===== config.mk =====
export PLATFORM = sky130hd
export DESIGN_NAME = bus_serializer_flat
export DESIGN_NICKNAME = d
export VERILOG_FILES = /design/src/rtl/bus_serializer_if.sv /design/src/rtl/bus_serializer.sv /design/src/flat_wrapper.sv
export SDC_FILE = /design/constraint.sdc
export NUM_CORES = 1
export LEC_CHECK = 0
export ABC_AREA = 1
export BUFFER_PORTS_ARGS = -buffer_cell sky130_fd_sc_hd__clkbuf_2
export CORE_UTILIZATION = 54
export DETAILED_ROUTE_END_ITERATION = 10
export PLACE_DENSITY = 0.87
export SETUP_SLACK_MARGIN = 0.05
export SLEW_MARGIN = 20
export SYNTH_ARGS = -nofsm -noshare
export SYNTH_HDL_FRONTEND = slang
export SYNTH_SLANG_ARGS = --single-unit
export TNS_END_PERCENT = 10

===== constraint.sdc =====
create_clock -name clk -period 2.8 [get_ports clk]
set_input_delay 0.42 -clock clk [delete_from_list [all_inputs] [get_ports clk]]
set_output_delay 0.42 -clock clk [all_outputs]
set_load 0.02 [all_outputs]

===== src/rtl/bus_serializer_if.sv =====
// Handshake and bus signals between the datapath/control side and bus_serializer.
// master: control unit / datapath that starts batches and supplies vectors.
// slave:  the serializer itself.
interface bus_serializer_if #(
  parameter int unsigned N = 16,  // word width
  parameter int unsigned S = 2,   // words per vector
  parameter int unsigned A = 32   // RAM address width
);
  logic             start;
  logic [N-1:0]     count;
  logic [A-1:0]     base_addr;
  logic [N*S-1:0]   din;
  logic             vec_valid;
  logic             vec_ready;
  logic [N-1:0]     bus_out;
  logic             bus_en;
  logic [A-1:0]     addr;
  logic [7:0]       we;
  logic             busy;
  logic             done;

  modport master (
    output start, count, base_addr, din, vec_valid,
    input  vec_ready, bus_out, bus_en, addr, we, busy, done
  );

  modport slave (
    input  start, count, base_addr, din, vec_valid,
    output vec_ready, bus_out, bus_en, addr, we, busy, done
  );
endinterface


===== src/rtl/bus_serializer.sv =====
// Parallel-to-bus transmitter: accepts N*S-bit vectors and drives them one N-bit word
// per cycle onto the shared tri-state bus, LSB word first, with matching RAM address
// and write strobes. A batch of `count` vectors is written to consecutive words
// starting at `base_addr`. All outputs are decoded from registered state only.
module bus_serializer #(
  parameter int unsigned N = 16,
  parameter int unsigned S = 2,
  parameter int unsigned A = 32
) (
  input logic            clk,
  input logic            rst,
  bus_serializer_if.slave bus
);

  localparam int unsigned WcW = (S > 1) ? $clog2(S) : 1;
  localparam logic [WcW-1:0] WcLast = WcW'(S - 1);

  typedef enum logic [1:0] {
    StIdle,
    StWait,
    StShift,
    StDone
  } state_e;

  state_e           state_q, state_d;
  logic [N*S-1:0]   sreg_q, sreg_d;
  logic [A-1:0]     ptr_q, ptr_d;
  logic [N-1:0]     vcnt_q, vcnt_d;
  logic [WcW-1:0]   wcnt_q, wcnt_d;

  // State register.
  always_ff @(posedge clk or posedge rst) begin
    if (rst) begin
      state_q <= StIdle;
    end else begin
      state_q <= state_d;
    end
  end

  // Datapath registers: shift register, address pointer, vector and word counters.
  always_ff @(posedge clk or posedge rst) begin
    if (rst) begin
      sreg_q <= '0;
      ptr_q  <= '0;
      vcnt_q <= '0;
      wcnt_q <= '0;
    end else begin
      sreg_q <= sreg_d;
      ptr_q  <= ptr_d;
      vcnt_q <= vcnt_d;
      wcnt_q <= wcnt_d;
    end
  end

  // Next-state and datapath update; start is honoured only in idle.
  always_comb begin
    state_d = state_q;
    sreg_d  = sreg_q;
    ptr_d   = ptr_q;
    vcnt_d  = vcnt_q;
    wcnt_d  = wcnt_q;
    unique case (state_q)
      StIdle: begin
        if (bus.start) begin
          vcnt_d  = bus.count;
          ptr_d   = bus.base_addr;
          state_d = (bus.count == '0) ? StDone : StWait;
        end
      end
      StWait: begin
        if (bus.vec_valid) begin
          sreg_d  = bus.din;
          wcnt_d  = '0;
          state_d = StShift;
        end
      end
      StShift: begin
        sreg_d = sreg_q >> N;
        ptr_d  = ptr_q + A'(1);
        wcnt_d = wcnt_q + WcW'(1);
        // Last word of this vector: retire it and either fetch another or finish.
        if (wcnt_q == WcLast) begin
          vcnt_d  = vcnt_q - N'(1);
          state_d = (vcnt_q == N'(1)) ? StDone : StWait;
        end
      end
      StDone: begin
        state_d = StIdle;
      end
      default: begin
        state_d = StIdle;
      end
    endcase
  end

  // Moore outputs; bus_en is confined to the shift state so the bus is never contended.
  always_comb begin
    bus.vec_ready = (state_q == StWait);
    bus.bus_en    = (state_q == StShift);
    bus.bus_out   = (state_q == StShift) ? sreg_q[N-1:0] : '0;
    bus.addr      = ptr_q;
    bus.we        = (state_q == StShift) ? 8'hFF : 8'h00;
    bus.busy      = (state_q != StIdle);
    bus.done      = (state_q == StDone);
  end

endmodule


===== src/flat_wrapper.sv =====
// flat-port wrapper written by rule: the top's interface ports become plain ports
module bus_serializer_flat 
#(
  parameter int unsigned N = 16,
  parameter int unsigned S = 2,
  parameter int unsigned A = 32
)
  (clk, rst, bus_start, bus_count, bus_base_addr, bus_din, bus_vec_valid, bus_vec_ready, bus_bus_out, bus_bus_en, bus_addr, bus_we, bus_busy, bus_done);
  bus_serializer_if #(.N(N), .S(S), .A(A)) bus_i ();
  input logic clk;
  input logic rst;
  input wire logic [$bits(bus_i.start)-1:0] bus_start;
  input wire logic [$bits(bus_i.count)-1:0] bus_count;
  input wire logic [$bits(bus_i.base_addr)-1:0] bus_base_addr;
  input wire logic [$bits(bus_i.din)-1:0] bus_din;
  input wire logic [$bits(bus_i.vec_valid)-1:0] bus_vec_valid;
  output wire logic [$bits(bus_i.vec_ready)-1:0] bus_vec_ready;
  output wire logic [$bits(bus_i.bus_out)-1:0] bus_bus_out;
  output wire logic [$bits(bus_i.bus_en)-1:0] bus_bus_en;
  output wire logic [$bits(bus_i.addr)-1:0] bus_addr;
  output wire logic [$bits(bus_i.we)-1:0] bus_we;
  output wire logic [$bits(bus_i.busy)-1:0] bus_busy;
  output wire logic [$bits(bus_i.done)-1:0] bus_done;
  assign bus_i.start = bus_start;
  assign bus_i.count = bus_count;
  assign bus_i.base_addr = bus_base_addr;
  assign bus_i.din = bus_din;
  assign bus_i.vec_valid = bus_vec_valid;
  assign bus_vec_ready = bus_i.vec_ready;
  assign bus_bus_out = bus_i.bus_out;
  assign bus_bus_en = bus_i.bus_en;
  assign bus_addr = bus_i.addr;
  assign bus_we = bus_i.we;
  assign bus_busy = bus_i.busy;
  assign bus_done = bus_i.done;
  bus_serializer #(.N(N), .S(S), .A(A)) u_core (.clk(clk), .rst(rst), .bus(bus_i));
endmodule

==> impl_metrics.yaml <==
run_status:
  status: "complete, no violations"
place:
  dp_hpwl_mm: 10.95
  dp_slack_ns: 0.7731
  gp_congestion: 0.9360
  port_buffers: 143
yosys:
  synthMuxAreaShare: 0
  yosysMostFrequentCell: "nand2_1"
  synth-seq-area-share: 0.3801
  synth_area_per_cell_um2: 6.746
  synth_adder_area_share: 0.006870
  synth-async-reset-ratio: 1.000
  syn_inst: 810
  synth-edff-count: 0
  syn-cell-area_um2: 5464
  synth_compound_area_frac: 0.1466
  yosys.area_share.simple: 0.3458
  synth_xor_area_frac: 0.004809
  yosysTopAreaCell: "dfrtp_1"
  ys_seq_elements: 83
  synth_top_family_by_area: "simple AND/OR/NAND/NOR gates"
  synth_flop_cell: "dfrtp_1"
  ys_types: 38
  synth_nets: 897
  synthTopCellsByCount: "nand2_1 (210), nor2_1 (141), inv_1 (94)"
  yosysTopAreaCellShare: 0.3801
  synth_area_leaders: "dfrtp_1 (38%), nand2_1 (14%), nor2_1 (9.7%), nand3_1 (7.1%), inv_1 (6.5%)"
  yosysWarnings: 0
detailed_routing:
  wl_met2_mm: 7.114
  drtPass1Iterations: 5
  wl_met3_mm: 1.087
  drc_errors: 0
  met1_length_mm: 6.228
  ant_nets: 0
  routed.top_layer: "met4"
  drt_iter0_markers: 368
  wire_per_inst_um: 13.89
  drt_wl_total_mm: 14.85
  vias: 5694
  via_per_inst: 5.326
grt:
  overflow: 0
  grt_pass1_wl_mm: 24.43
  grt_pass1_vias: 5185
  grt_antenna_before_repair: 0
  grtUsageTotal: 0.3014
  grt_max_degree: 50
die:
  fp.dieArea_um2: 10520
  die-height_um: 102.6
  boundaryPins: 144
  rows: 36
  start_util: 0.5590
  core_um2: 9774
  die_w_um: 102.6
pwr:
  share_clk_of_total_power: 0.115
  p_per_area_nw_per_um2: 1160
  p_switching_mw: 3.878
  p_int_mw: 3.508
  sw_frac_of_total: 0.5250
  worst_ir_drop_vdd_uv: 532.2
  p_leak_nw: 3.165
  seqPwrFrac: 0.324
  combPwrFrac: 0.561
timing:
  maxSlewHeadroom: 0.5481
  fin_crit_ns: 2.371
  finalSetupViolations: 0
  rsz0062_at_grt: "false"
  setup_ws_ns: 0.4285
  worstMarginPinSlew_ns: 0.6771
  timing.hold.ws_ns: 0.09640
  finalHoldViolCount: 0
  finClkSkew_ns: 0.009471
  fin_setup_tns_ns: 0
  timing.fmax_ghz: 0.4217
  fin_crit_sh: 0.8470
  slew_viol_final: 0
worst_setup_path:
  required_ns: 2.38
  cp.arrival_ns: 1.95
  path_max_fanout: 20
  reg2reg_slack_ns: 0.74
  setup.worst_path.class: "flip-flop to output pin"
  start_kind: "flip-flop"
  crit_path_end_kind: "output pin"
clock_tree:
  clockBufferDepth: 2
  cts_max_level: 3
  clkTransAtPathRegs_ns: 0.09
  ctsRootBufferMaster: "clkbuf_8"
  hold_buffers: 0
  post_cts_resize_count: 0
  tritoncts: "built"
  post_cts_buffers: 0
  cts_buffers: 9
  cts_sinks: 83
  clk-insertion-delay-late_ns: 0.37
cells_and_area:
  antenna_cells: 0
  final_util: 0.6516
  drive_gt1_frac: 0.2169
  finalNetCount: 1018
  fillCellCount: 916
  area_delta_synth_final_pct: 16.56
run:
  cap_violations: 0
hold_path:
  hold_path.class: "input port to asynchronous set/reset pin"
[per-stage QoR]
stage / area (um^2) / power [mW] / cells
2_1_floorplan: 5464 / 5.541 / 810
3_3_place_gp: 6182 / 6.403 / 1053
3_5_place_dp: 6182 / 6.519 / 1053
4_1_cts: 6369 / 7.383 / 1069
5_1_grt: 6369 / 8.102 / 1069
6_report: 6369 / 7.386 / 1069
[registers in the layout, indices dropped and copies added, names as in the netlist]
signal           count
u_core.wcnt_q        1
u_core.state_q       2
u_core.sreg_q       32
u_core.vcnt_q       16
u_core.bus.addr     32
[power by group through the flow]
stage	clock, mW	combinational [mW]	sequential (mW)
after floorplan	0	3.04	2.50
after detailed placement	0	4.12	2.40
after CTS	0.866	4.14	2.37
after global placement	0	4.03	2.37
final	0.851	4.14	2.39
after global routing	0.936	4.70	2.47
[per-layer routing]
layer,vias up,track usage
li1,2819,-
met5,-,0
met3,36,0.05220
met1,2592,0.3919
met4,0,0.1264
met2,247,0.4969
[worst max-delay path, stage by stage (launching register included)]
cell      delay [ns]
dfrtp_1         0.72
nand2_4         0.25
buf_4           0.28
nor2_1          0.14
clkbuf_2        0.19
[worst paths after layout]
| path | startpoint | cells after the start | end |
|---|---|---|---|
| max reg2reg | u_core.state_q[1]$_DFFE_PP0P_ | 6 | u_core.bus.addr[12]$_DFFE_PP0P_ |
| min reg2reg | u_core.sreg_q[29]$_DFFE_PP0P_ | 2 | u_core.sreg_q[29]$_DFFE_PP0P_ |
| min | rst | 2 | u_core.sreg_q[3]$_DFFE_PP0P_ |
| max | u_core.state_q[1]$_DFFE_PP0P_ | 4 | bus_bus_out[13] |
| max in group asynchronous | rst | 3 | u_core.bus.addr[31]$_DFFE_PP0P_ |
| min in group clk | bus_din[28] | 3 | u_core.sreg_q[28]$_DFFE_PP0P_ |
[cell usage in the layout, fill, tap and decap left out, types with 4 or more instances in the layout]
cell,count
nand2_1,210
clkbuf_2,143
nor2_1,141
inv_1,93
dfrtp_1,83
nand3_1,77
o21ai_0,50
a21oi_1,21
o21ai_1,18
o211ai_1,11
clkbuf_8,10
o211ai_2,7
o21ai_2,7
o22ai_1,5
nor3_1,5
nand4_1,5
buf_4,5
nand2_4,4
nor2_2,4
[logic make-up after synthesis]
| logic type | after synthesis |
|---|---|
| xor gates and xnor gates | 3 |
| and+or+nand+nor | 453 |
| DFF | 83 |
| buffers and inverters | 139 |
| adders and majority gates | 3 |
| AOI/OAI and AO/OA | 129 |
[area by class of cell]
cell class / instances / area (um^2) / share of cell area
repair buffers: 151 / 813.3 / 0.1277
well taps: 133 / 166.4 / 0.02613
flip-flops and latches: 83 / 2077 / 0.3261
multi-input cells: 588 / 2754 / 0.4324
inverters: 98 / 371.6 / 0.05835
clock inverters: 6 / 48.80 / 0.007662
clock buffers: 10 / 137.6 / 0.02161
Note: power is estimated with default switching activity, not from simulation.
